===== src/rtl/vga_rx_monitor.sv =====
// Receive-side VGA monitor: recovers pixel coordinates from hs/vs, checks line and frame
// timing, tracks lock over clean frames and emits a qualified pixel stream with error status.
module vga_rx_monitor #(
    parameter int unsigned HOR_TOTAL   = 1056,
    parameter int unsigned HOR_SYNC    = 128,
    parameter int unsigned HOR_BACK    = 88,
    parameter int unsigned HOR_ACTIVE  = 800,
    parameter int unsigned VER_TOTAL   = 628,
    parameter int unsigned VER_SYNC    = 4,
    parameter int unsigned VER_BACK    = 23,
    parameter int unsigned VER_ACTIVE  = 600,
    parameter int unsigned LOCK_FRAMES = 2
) (
    input  logic        clk,
    input  logic        rst,
    input  logic        hs,
    input  logic        vs,
    input  logic [3:0]  r,
    input  logic [3:0]  g,
    input  logic [3:0]  b,
    output logic        pix_valid,
    output logic [10:0] pix_x,
    output logic [10:0] pix_y,
    output logic [11:0] pix_rgb,
    output logic        frame_done,
    output logic        locked,
    output logic        timing_err,
    output logic [7:0]  err_cnt
);

    localparam int unsigned PW  = 11;
    localparam int unsigned CW  = 4;
    localparam int unsigned EW  = 8;
    localparam int unsigned RGBW = 12;

    localparam logic [PW-1:0] POS_MAX = '1;
    localparam logic [PW-1:0] H_LAST  = PW'(HOR_TOTAL - 1);
    localparam logic [PW-1:0] H_SYNC  = PW'(HOR_SYNC);
    localparam logic [PW-1:0] H_START = PW'(HOR_SYNC + HOR_BACK);
    localparam logic [PW-1:0] H_END   = PW'(HOR_SYNC + HOR_BACK + HOR_ACTIVE - 1);
    localparam logic [PW-1:0] V_TOTAL = PW'(VER_TOTAL);
    localparam logic [PW-1:0] V_SYNC  = PW'(VER_SYNC);
    localparam logic [PW-1:0] V_START = PW'(VER_SYNC + VER_BACK);
    localparam logic [PW-1:0] V_END   = PW'(VER_SYNC + VER_BACK + VER_ACTIVE - 1);
    localparam logic [CW-1:0] LOCK_N  = CW'(LOCK_FRAMES);
    localparam logic [EW-1:0] ERR_MAX = '1;

    typedef enum logic [1:0] {
        S_HUNT   = 2'd0,
        S_ACQ    = 2'd1,
        S_LOCKED = 2'd2
    } state_t;

    state_t state_q, state_nx;
    logic [CW-1:0] clean_q, clean_nx;

    logic            hs_s1, vs_s1, hs_s1_d, vs_s1_d;
    logic [RGBW-1:0] rgb_s1;
    logic [PW-1:0]   h_q, v_q, line_cnt_q;
    logic            v_arm_q, h_seen_q, frame_err_q;

    logic          hs_rise_c, hs_fall_c, vs_rise_c, vs_fall_c;
    logic [PW-1:0] h_pos_c, v_pos_c, lc_incl_c;
    logic          check_v_c, window_c, err_c;

    logic            pix_valid_nx, frame_done_nx, locked_nx, timing_err_nx;
    logic [PW-1:0]   pix_x_nx, pix_y_nx;
    logic [RGBW-1:0] pix_rgb_nx;
    logic [EW-1:0]   err_cnt_nx;

    // Stage 1 input capture plus previous sample for edge detection
    always_ff @(posedge clk or negedge rst) begin
        if (!rst) begin
            hs_s1   <= 1'b0;
            vs_s1   <= 1'b0;
            hs_s1_d <= 1'b0;
            vs_s1_d <= 1'b0;
            rgb_s1  <= '0;
        end else begin
            hs_s1   <= hs;
            vs_s1   <= vs;
            hs_s1_d <= hs_s1;
            vs_s1_d <= vs_s1;
            rgb_s1  <= {r, g, b};
        end
    end

    assign hs_rise_c = hs_s1 & ~hs_s1_d;
    assign hs_fall_c = ~hs_s1 & hs_s1_d;
    assign vs_rise_c = vs_s1 & ~vs_s1_d;
    assign vs_fall_c = ~vs_s1 & vs_s1_d;
    assign check_v_c = (state_q != S_HUNT);

    // Coordinates of the sample currently in stage 1
    always_comb begin
        h_pos_c = h_q;
        if (hs_rise_c) begin
            h_pos_c = '0;
        end else if (h_q != POS_MAX) begin
            h_pos_c = h_q + PW'(1);
        end

        v_pos_c = v_q;
        if (hs_rise_c) begin
            if (v_arm_q || vs_rise_c) begin
                v_pos_c = '0;
            end else if (v_q != POS_MAX) begin
                v_pos_c = v_q + PW'(1);
            end
        end

        lc_incl_c = line_cnt_q;
        if (hs_rise_c && (line_cnt_q != POS_MAX)) begin
            lc_incl_c = line_cnt_q + PW'(1);
        end
    end

    // Line count includes an hs rise coincident with the checking vs edge
    assign err_c = (hs_rise_c & h_seen_q & (h_q != H_LAST))
                 | (hs_fall_c & h_seen_q & (h_pos_c != H_SYNC))
                 | (vs_rise_c & check_v_c & (lc_incl_c != V_TOTAL))
                 | (vs_fall_c & check_v_c & (lc_incl_c != V_SYNC));

    assign window_c = (h_pos_c >= H_START) && (h_pos_c <= H_END)
                   && (v_pos_c >= V_START) && (v_pos_c <= V_END);

    always_ff @(posedge clk or negedge rst) begin
        if (!rst) begin
            h_q         <= '0;
            v_q         <= '0;
            line_cnt_q  <= '0;
            v_arm_q     <= 1'b0;
            h_seen_q    <= 1'b0;
            frame_err_q <= 1'b0;
        end else begin
            h_q         <= h_pos_c;
            v_q         <= v_pos_c;
            line_cnt_q  <= vs_rise_c ? '0 : lc_incl_c;
            v_arm_q     <= hs_rise_c ? 1'b0 : (v_arm_q | vs_rise_c);
            h_seen_q    <= h_seen_q | hs_rise_c;
            frame_err_q <= vs_rise_c ? 1'b0 : (frame_err_q | err_c);
        end
    end

    // FSM state register
    always_ff @(posedge clk or negedge rst) begin
        if (!rst) begin
            state_q <= S_HUNT;
            clean_q <= '0;
        end else begin
            state_q <= state_nx;
            clean_q <= clean_nx;
        end
    end

    // FSM next state; a frame is clean only if neither it nor its closing vs rise failed
    always_comb begin
        state_nx = state_q;
        clean_nx = clean_q;
        unique case (state_q)
            S_HUNT: begin
                if (vs_rise_c) begin
                    state_nx = S_ACQ;
                    clean_nx = '0;
                end
            end
            S_ACQ: begin
                if (err_c) begin
                    clean_nx = '0;
                end else if (vs_rise_c && !frame_err_q) begin
                    if ((clean_q + CW'(1)) == LOCK_N) begin
                        state_nx = S_LOCKED;
                        clean_nx = '0;
                    end else begin
                        clean_nx = clean_q + CW'(1);
                    end
                end
            end
            S_LOCKED: begin
                if (err_c) begin
                    state_nx = S_HUNT;
                end
            end
            default: begin
                state_nx = S_HUNT;
                clean_nx = '0;
            end
        endcase
    end

    // FSM outputs; pixel fields hold while no valid pixel is presented
    always_comb begin
        locked_nx     = (state_nx == S_LOCKED);
        pix_valid_nx  = window_c && locked_nx;
        frame_done_nx = vs_rise_c && locked_nx;
        timing_err_nx = err_c;
        err_cnt_nx    = err_cnt;
        pix_x_nx      = pix_x;
        pix_y_nx      = pix_y;
        pix_rgb_nx    = pix_rgb;
        if (err_c && (err_cnt != ERR_MAX)) begin
            err_cnt_nx = err_cnt + EW'(1);
        end
        if (pix_valid_nx) begin
            pix_x_nx   = h_pos_c - H_START;
            pix_y_nx   = v_pos_c - V_START;
            pix_rgb_nx = rgb_s1;
        end
    end

    always_ff @(posedge clk or negedge rst) begin
        if (!rst) begin
            pix_valid  <= 1'b0;
            pix_x      <= '0;
            pix_y      <= '0;
            pix_rgb    <= '0;
            frame_done <= 1'b0;
            locked     <= 1'b0;
            timing_err <= 1'b0;
            err_cnt    <= '0;
        end else begin
            pix_valid  <= pix_valid_nx;
            pix_x      <= pix_x_nx;
            pix_y      <= pix_y_nx;
            pix_rgb    <= pix_rgb_nx;
            frame_done <= frame_done_nx;
            locked     <= locked_nx;
            timing_err <= timing_err_nx;
            err_cnt    <= err_cnt_nx;
        end
    end

endmodule


===== config.mk =====
export PLATFORM = sky130hd
export DESIGN_NAME = vga_rx_monitor
export DESIGN_NICKNAME = d
export VERILOG_FILES = /design/src/rtl/vga_rx_monitor.sv
export SDC_FILE = /design/constraint.sdc
export NUM_CORES = 1
export LEC_CHECK = 0
export CAP_MARGIN = 15
export CORE_MARGIN = 2
export CORE_UTILIZATION = 55
export CTS_CLUSTER_DIAMETER = 100
export DETAILED_ROUTE_END_ITERATION = 10
export GPL_TIMING_DRIVEN = 0
export HOLD_SLACK_MARGIN = 0.15
export PLACE_DENSITY = 0.79
export SYNTH_ARGS = -nofsm -noshare
export SYNTH_HDL_FRONTEND = slang
export SYNTH_SLANG_ARGS = --single-unit

===== constraint.sdc =====
create_clock -name clk -period 9.64 [get_ports clk]
set_input_delay 1.928 -clock clk [delete_from_list [all_inputs] [get_ports clk]]
set_output_delay 1.928 -clock clk [all_outputs]
set_load 0.005 [all_outputs]

==> results.md <==
* Status: completed
* Maxcap violations at 0
* Power per cell area at 152 mW/mm^2
* Sequential cell area at 0.00260 mm^2
* Final Max Slew Viols at 0
* Vias post-DR at 4201
* Slew margin rel. at 52.5%
* Hpwl dp at 8460 um
* Die Wd at 103 um
* GPL Wtd Cong at 0.927
* Port Buffers at 61
* Worst slew pin tran at 0.709 ns
* Post-Syn Instances at 512
* CP startpoint kind: flip-flop
* Post-Syn Nets at 538
* Post-synthesis sequential area ratio at 48.5%
* Antenna violations before repair at 0
* Post-cts sizing count at 0
* Root Buffer: clkbuf_8
* WP data arrival at 4.51 ns
* Clock sinks at 104
* Worst path required time at 9.92 ns
* Hold Crit Class: reg2reg
* Commonest non-fill, non-tap cells in the layout: dfrtp_1 (104), clkdlybuf4s50_1 (60), nor2_1 (43), nand2_1 (36), mux2_1 (26)
* Ys async rst share at 100%
* Share of layout cells above drive strength 1 at 9.83%
* CTS buffer count at 9
* Synth area leaders: dfrtp_1 (49%), mux2_1 (5.5%), nor2_1 (3.0%)
* Post-CTS setup buffer count at 0
* Largest net degree at the start of global routing at 64
* DR iter-0 viols at 255
* Fmax at 236 MHz
* RSZ-0062 raised after global routing: false
* FP Rows at 36
* Most used DFF post-synth: dfrtp_1
* Clock Latency Late Sink at 0.40 ns
* Area growth syn-to-layout at 18.5%
* Synthesized flop and latch total at 104
* N_diodes at 0
* Mean routed wirelength per cell at 16.1 um
* Starting Density at 55.6%
* Netlist cell types at 71
* Skew final at 0.0129 ns
* Via/cell ratio at 5.81
* Final setup TNS at 0 ns
* Cell taking the most area after synthesis: dfrtp_1
* Crit path max-delay cell type: nor4b_4
* Core ar. at 0.00964 mm^2
* Worst setup EP type: flip-flop
* Post-synth EDFFs at 0
* I/O pins at 62
* Congestion Overflow GR at 0
* Post-Route WL at 11700 um
* Tmin final at 4.23 ns
* Final period util at 43.9%
* Die Ht at 103 um
* Crit Path Class: reg2reg
* Syn. warnings at 0
* Commonest non-fill, non-tap cell in the layout: dfrtp_1
* H-tree levels at 3
* DR DRC count at 0
* GRT Overall Usage at 24.1%
* Die ar. at 0.0106 mm^2
* DRT Pass-1 Iters at 5
* Area share of the largest cell type after synthesis at 48.5%
* Vias in the first global route at 4141
* Clock-pin slew of the registers on the worst-case setup and hold paths at 0.11 ns
* Leak at 2.81 nW
* Setup violations, final at 0
* Mapped cell area at 0.00536 mm^2
* Routed Antenna Nets at 0
* Hold Vio Cnt, Final at 0
* Hold Slack at 0.425 ns
* Area of the multi-input gates at 0.00257 mm^2
* Nets@finish at 611
* TritonCTS clock tree: done
* Slowest stage delay, CP at 0.64 ns
* Hold-fix buffer count after cts at 0
* CTS Buffer Depth at 2
* Crit path cell chain: ha_1 -> and4_1 -> nand4_4 -> and3_1 -> or3_1 -> clkbuf_1 -> inv_1 -> ha_1 -> o21ai_0 -> o21ai_0 -> a21boi_1 -> nor4b_4 -> buf_6 -> mux2_1
* Filler instances at 813
* Critical path peak fanout at 10
* Syn Area/Cell at 10.5 um^2
* First-pass GRT wire length at 19600 um
* VDD IR max at 0.130 mV
-- area by class of cell --
type                       count  share of cell area [%]
sequential                   104                    40.9
multi-input combinational    368                    40.5
timing repair buffer          62                    10.0
tap                          133                    2.62
clock buffer                   9                    1.95
buffer                        22                    1.87
clock inverter                 7                    1.06
inverter                      18                    1.06
-- kinds of logic (layout without fill, tap and decap cells) --
family | after synthesis | count (layout) | synth area share [%]
adders and majority gates | 10 | 10 | 2.33
buffers and inverters | 40 | 118 | 3.48
muxes | 40 | 40 | 8.23
and+or+nand+nor | 194 | 194 | 20.3
AOI/OAI and AO/OA | 93 | 93 | 12.1
DFF | 104 | 104 | 48.5
xor gates and xnor gates | 31 | 31 | 5.06
-- registers in the layout (all words and copies together), names as in the netlist, 2 cells and up --
| signal | cells |
|---|---|
| h_q | 11 |
| line_cnt_q | 11 |
| rgb_s1 | 12 |
| pix_y | 11 |
| state_q | 2 |
| pix_rgb | 12 |
| err_cnt | 8 |
| pix_x | 11 |
| v_q | 11 |
| clean_q | 4 |
-- synth_stat cells, types with 4 or more instances --
library cell,number
a211oi_1,5
nor2_1,43
a21oi_1,20
clkbuf_1,8
xnor2_1,18
o21a_1,4
or2_2,4
a31oi_1,7
nand2_1,36
nand2b_1,10
ha_1,10
nor2b_1,4
o31ai_1,7
nor3_1,17
nand3_1,19
buf_2,10
mux2i_1,7
nand4_1,13
and3_1,8
inv_1,18
and4_1,5
o21ai_0,19
xor2_1,13
dfrtp_1,104
nor4_1,5
mux2_1,26
mux2_2,7
-- final timing paths --
path,slack (ns),depth (start not counted),end,startpoint
setup / recovery,5.41,14,pix_rgb[4],h_q[0]
hold / removal,0.43,0,vs_s1_d,vs_s1
setup reg to reg,5.41,14,pix_rgb[4],h_q[0]
hold reg to reg,0.43,0,vs_s1_d,vs_s1
max in group asynchronous,7.44,2,pix_rgb[4],rst
min in group asynchronous,1.51,1,h_q[7],rst
-- power by group --
part | internal, mW | total [mW] | switching (mW)
registers | 0.468 | 0.511 | 0.0428
logic | 0.0895 | 0.186 | 0.0970
clock network | 0.0996 | 0.266 | 0.166
-- routing by layer --
metal / global-route usage [%] / vias to the layer above / part of all wire [%]
met4: 10.4 / 0 / 2.3
met3: 5.83 / 24 / 5.8
met5: 0 / - / 0
met1: 31.6 / 2061 / 44
li1: - / 1987 / -
met2: 38.4 / 129 / 48
-- stage by stage --
| step | total power [mW] | area [um^2] | setup slack, ns | std cells | util [%] |
|---|---|---|---|---|---|
| floorplan | 0.616 | 5360 | 6.11 | 512 | - |
| global placement | 0.693 | 6140 | 2.86 | 706 | 63.7 |
| detailed placement | 0.704 | 6170 | 5.38 | 707 | 64.0 |
| CTS | 0.971 | 6360 | 5.37 | 723 | 66.0 |
| global route | 1.02 | 6360 | 5.13 | 723 | 66.0 |
| finish | 0.964 | 6360 | 5.41 | 723 | 66.0 |
-- critical path, delay by kind of cell (launching register included) --
kind                     cells  cell delay [ns]
AND/OR/NAND/NOR              5             1.80
adder cells (fa/ha/maj)      2             0.61
buffers and inverters        3             0.52
flip-flops                   1             0.47
AO/OA/AOI/OAI                3             0.36
multiplexers                 1             0.34
No activity file was read; power rests on OpenSTA's default activity.
